==> config.mk <==
export PLATFORM = sky130hd
export DESIGN_NAME = epp_port
export DESIGN_NICKNAME = d
export VERILOG_FILES = /design/src/rtl/epp_pkg.sv /design/src/rtl/epp_port_sync_bit.sv /design/src/rtl/epp_port.sv
export SDC_FILE = /design/constraint.sdc
export NUM_CORES = 1
export LEC_CHECK = 0
export BUFFER_PORTS_ARGS = -buffer_cell sky130_fd_sc_hd__buf_4
export CORE_ASPECT_RATIO = 2
export CORE_MARGIN = 10
export CORE_UTILIZATION = 27
export DETAILED_ROUTE_END_ITERATION = 12
export PLACE_DENSITY = 0.54
export SETUP_SLACK_MARGIN = 0.5
export SLEW_MARGIN = 25
export SYNTH_ARGS = -nofsm -noshare
export SYNTH_HDL_FRONTEND = slang
export SYNTH_HIERARCHICAL = 1
export SYNTH_SLANG_ARGS = --single-unit
export TNS_END_PERCENT = 20
==> constraint.sdc <==
create_clock -name clk -period 1.4 [get_ports clk]
set_input_delay 0.28 -clock clk [delete_from_list [all_inputs] [get_ports clk]]
set_output_delay 0.28 -clock clk [all_outputs]
set_load 0.05 [all_outputs]
==> src/rtl/epp_pkg.sv <==
// Shared definitions for the EPP slave port: FSM encoding, bus direction
// meaning and the idle level of the write strobe towards wacCtrl.
`timescale 1ns/1ps
package epp_pkg;

  typedef enum logic [2:0] {
    IDLE,
    A_WR,
    A_RD,
    D_WR,
    D_RD,
    HOLD,
    STALL
  } eppState;

  localparam logic EPP_WR        = 1'b0;
  localparam logic EPP_RD        = 1'b1;
  localparam logic DATA_STB_IDLE = 1'b1;

endpackage

==> src/rtl/epp_port_sync_bit.sv <==
// Single-bit flip-flop synchroniser for asynchronous EPP inputs, with a
// configurable reset level so strobes come out of reset inactive.
`timescale 1ns/1ps
module sync_bit #(
  parameter int   SYNC_STAGES = 2,
  parameter logic RESET_VALUE = 1'b1
) (
  input  logic clk,
  input  logic rst,
  input  logic d,
  output logic q
);

  logic [SYNC_STAGES-1:0] chain;

  always_ff @(posedge clk or posedge rst) begin
    if (rst) begin
      chain <= {SYNC_STAGES{RESET_VALUE}};
    end else begin
      chain <= {chain[SYNC_STAGES-2:0], d};
    end
  end

  assign q = chain[SYNC_STAGES-1];

endmodule

==> src/rtl/epp_port.sv <==
// EPP slave handler: synchronises host strobes, runs address/data write and
// read cycles, drives the wait handshake and feeds write bytes to wacCtrl.
`timescale 1ns/1ps
module epp_port
  import epp_pkg::*;
#(
  parameter int SYNC_STAGES = 2,
  parameter int TIMEOUT     = 255
) (
  input  logic       clk,
  input  logic       rst,
  input  logic       astb,
  input  logic       dstb,
  input  logic       pwr,
  input  logic [7:0] dbIn,
  output logic [7:0] dbOut,
  output logic       dbOe,
  output logic       pwait,
  output logic [7:0] regAddr,
  output logic [7:0] dataOut,
  output logic       dataStb,
  input  logic [7:0] dataIn,
  output logic       rdStb,
  input  logic       errClr,
  output logic       timeoutErr
);

  localparam logic [7:0] TIMEOUT_LAST = 8'(TIMEOUT - 1);

  logic    astbSync;
  logic    dstbSync;
  logic    pwrSync;
  eppState state;
  logic [7:0] holdCnt;

  sync_bit #(.SYNC_STAGES(SYNC_STAGES), .RESET_VALUE(1'b1)) astbSyncInst (
    .clk(clk), .rst(rst), .d(astb), .q(astbSync)
  );

  sync_bit #(.SYNC_STAGES(SYNC_STAGES), .RESET_VALUE(1'b1)) dstbSyncInst (
    .clk(clk), .rst(rst), .d(dstb), .q(dstbSync)
  );

  sync_bit #(.SYNC_STAGES(SYNC_STAGES), .RESET_VALUE(1'b0)) pwrSyncInst (
    .clk(clk), .rst(rst), .d(pwr), .q(pwrSync)
  );

  // In D_RD the registered rdStb doubles as the "request already issued" flag,
  // giving the back end one full cycle before dataIn is captured.
  always_ff @(posedge clk or posedge rst) begin
    if (rst) begin
      state      <= IDLE;
      holdCnt    <= 8'h00;
      dbOut      <= 8'h00;
      dbOe       <= 1'b0;
      pwait      <= 1'b0;
      regAddr    <= 8'h00;
      dataOut    <= 8'h00;
      dataStb    <= DATA_STB_IDLE;
      rdStb      <= 1'b0;
      timeoutErr <= 1'b0;
    end else begin
      dataStb <= DATA_STB_IDLE;
      rdStb   <= 1'b0;
      if (errClr) begin
        timeoutErr <= 1'b0;
      end
      case (state)
        IDLE: begin
          holdCnt <= 8'h00;
          if (!astbSync) begin
            state <= (pwrSync == EPP_RD) ? A_RD : A_WR;
          end else if (!dstbSync) begin
            state <= (pwrSync == EPP_RD) ? D_RD : D_WR;
          end
        end
        A_WR: begin
          regAddr <= dbIn;
          pwait   <= 1'b1;
          state   <= HOLD;
        end
        A_RD: begin
          dbOut <= regAddr;
          dbOe  <= 1'b1;
          pwait <= 1'b1;
          state <= HOLD;
        end
        D_WR: begin
          dataOut <= dbIn;
          dataStb <= ~DATA_STB_IDLE;
          pwait   <= 1'b1;
          state   <= HOLD;
        end
        D_RD: begin
          if (!rdStb) begin
            rdStb <= 1'b1;
          end else begin
            dbOut <= dataIn;
            dbOe  <= 1'b1;
            pwait <= 1'b1;
            state <= HOLD;
          end
        end
        HOLD: begin
          if (astbSync && dstbSync) begin
            pwait   <= 1'b0;
            dbOe    <= 1'b0;
            holdCnt <= 8'h00;
            state   <= IDLE;
          end else if (holdCnt == TIMEOUT_LAST) begin
            pwait      <= 1'b0;
            dbOe       <= 1'b0;
            timeoutErr <= 1'b1;
            holdCnt    <= 8'h00;
            state      <= STALL;
          end else begin
            holdCnt <= holdCnt + 8'd1;
          end
        end
        STALL: begin
          if (astbSync && dstbSync) begin
            state <= IDLE;
          end
        end
        default: begin
          state <= IDLE;
        end
      endcase
    end
  end

endmodule

==> flow_summary.toml <==
[worst_hold_path]
whs_endpoint = "astbSyncInst/chain[0]"
hold_start = "astb"
min_path_type = "in -> reg"
holdPathStages = 1

[synth]
synth.avg_cell_area_um2 = 11.9
synth_cell_types = 38
synthAdderAreaFrac_pct = 2.33
ys.flop_type = "dfrtp_1"
synth_top_family_by_area = "simple AND/OR/NAND/NOR gates"
synth_top_cell_by_area = "dfrtp_1"
synthSimpleGateAreaFrac_pct = 13.4
synth_area_um2 = 2040
synth_edf_count = 0
yosysTopAreaCellShare_pct = 50.3
syn_inst = 172
synthTopCellsByCount = "dfrtp_1 (41), nor2_1 (20), mux2_2 (17), a21oi_1 (16), mux2i_1 (8)"
seq_area_frac_synth_pct = 56.7
yosys_register_bits = 46
synth_mux_area_share_pct = 13.3
async_reset_ff_share_pct = 100
synthXorXnorAreaFrac_pct = 2.15
yosysWarnings = 6
synth_compound_area_share_pct = 8.34
synth_area_leaders = "dfrtp_1 (50%), mux2_2 (9.4%), dfstp_2 (6.4%), a21oi_1 (3.9%), mux2i_1 (3.9%)"
syn-num-nets = 197
synth_most_common_cell = "dfrtp_1"

[route]
antenna_left = 0
num_vias = 1633
drt-initial-drc-count = 56
drc = 0
viasPerCell = 4.64
wire_per_inst_um = 16.5
routed_wl_um = 5810
dr.pass1.iters = 4

[critical_path]
worstSetupStartpointType = "flip-flop"
crit_start = "state[2]"
cp_max_fo = 8
crit_path_end_kind = "flip-flop"
rr_startpoint = "state[2]"
criticalPathCategory = "reg -> reg"
rrSetupSlack_ns = -0.03
r2r_cells = 4
arrival_ns = 1.61
crit_required_ns = 1.58
reg2reg_to = "regAddr[4]"

[cts]
cts_sinks = 46
root_buffer = "clkbuf_16"
cts_buffers = 5
cts_max_level = 2
clockBufferDepth = 2
clk_latency_ns = 0.29
clkTransAtPathRegs_ns = 0.06
cts_tree = "built"

[timing]
tightestPinTransition_ns = 0.311
hold_viol = 0
min_period_over_period_pct = 102
timing.final.ws_setup_ns = -0.0331
rsz0062_at_grt = "true"
finalCriticalPeriod_ns = 1.43
setup_viol = 16
slew_headroom_pct = 79.1
drv_slew = 0
worst_hold_slack_ns = 0.0900
finClkSkew_ns = 0.00473
fmax_mhz = 698

[global_route]
antenna_found_initial = 0
grt_max_degree = 31
top_usage_layer = "met2"
met1_usage_pct = 9.40
grt_usage_pct = 10.4
grt_pass1_wl_um = 9190
grt_pass1_vias = 1819
gr-usage-met2_pct = 19.8
grt_overflow = 0
grt_use_met3_pct = 2.14

[power_and_ir_drop]
irDropWorstVdd_v = 0.00138
finalPower_uw = 8870
powerDensity_nw_per_um2 = 2600
p_leak_uw = 0.00152

[die]
row_count = 44
initial_core_util_pct = 27.9
coreArea_um2 = 7320
design.portCount = 51
die_h_um = 143
fp.dieW_um = 81.5
dieArea_um2 = 11600

[layout]
area_delta_synth_final_pct = 67.4
n_antenna_cell = 0
layout-drive-gt1-share_pct = 62.3
final_area_um2 = 3420
nets = 284

[flow_run]
drv_cap = 0

[placement]
port_buffers = 50
placed_area_um2 = 2800
place_congestion = 0.866
dp_hpwl_um = 4300

[status]
status = "finished, violations left"
violations = "setup timing"
==> sequential cells by signal (all words and copies together), names as in the netlist, 2 cells and up <==
| signal | flops |
|---|---|
| dataOut | 8 |
| pwrSyncInst/chain | 2 |
| dbOut | 8 |
| dstbSyncInst/chain | 2 |
| holdCnt | 8 |
| astbSyncInst/chain | 2 |
| regAddr | 8 |
| state | 3 |
==> report_power, final <==
part,internal [uW],total (uW),switching [uW]
Combinational,2330,5160,2840
Clock,843,1360,516
Sequential,1820,2350,528
==> critical path: stages (launching register included) <==
cell and delay (ns):
dfrtp_2 0.48, buf_6 0.16, nor3b_4 0.20, buf_12 0.17, mux2_4 0.30
==> layout by cell type, fill, tap and decap left out, types with 5 or more instances in the layout <==
cell        n
mux2_4     14
buf_6      22
mux2i_1     6
buf_4      57
a21oi_2     8
inv_1       7
a21oi_1     8
dfstp_2     5
dfrtp_1    37
clkbuf_16   6
nor2_1     11
nor2_4      9
==> layer usage <==
layer  share of wire (%)  up-vias
met4                 3.3        0
met5                   0        -
met3                 3.0       11
met1                  33      818
li1                    -      774
met2                  61       30
==> metrics by stage <==
step	cells	worst slack (ns)	utilization [%]	setup TNS, ns
after floorplan	172	-0.0108	-	-0.0108
after global placement	336	-0.0959	38.3	-0.864
after detailed placement	336	-0.108	38.3	-0.925
after CTS	349	-0.0121	43.7	-0.0210
after global routing	352	-0.106	46.7	-1.56
final	352	-0.0331	46.7	-0.262
==> timing repair <==
| item | 4_1_cts | 5_1_grt |
|---|---|---|
| hold endpoints to repair | 2 | 0 |
| cloned | 0 | 1 |
| setup endpoints to repair | 69 | 69 |
| resized for setup | 43 | 45 |
| buffers inserted | 4 | 2 |
| pin swaps | 7 | 3 |
| hold buffers | 1 | 0 |
==> cell families (layout without fill, tap and decap cells) <==
| group | Yosys count | after routing |
|---|---|---|
| multiplexers | 25 | 25 |
| flip-flops | 46 | 46 |
| AO/OA/AOI/OAI | 27 | 27 |
| adder cells (fa/ha/maj) | 4 | 4 |
| buffers and inverters | 15 | 103 |
| AND/OR/NAND/NOR | 50 | 50 |
| XOR/XNOR | 5 | 5 |
==> cell type report <==
cell class | count | area [um^2]
fillers | 673 | 3910
flip-flops and latches | 46 | 1160
multi-input cells | 111 | 1110
repair buffers | 88 | 836
clock buffers | 6 | 129
well taps | 92 | 115
clock inverters | 2 | 37.5
inverters | 7 | 26.3
==> how the worst max path moves through the flow <==
stage | slack (ns) | endpoint | depth (start not counted)
floorplan | -0.01 | holdCnt[2] | 6
global placement | -0.1 | holdCnt[2] | 4
detailed placement | -0.11 | holdCnt[2] | 4
CTS | -0.01 | holdCnt[2] | 6
global route | -0.11 | holdCnt[2] | 6
finish | -0.03 | regAddr[4] | 4
(Power assumes the default switching activity.)
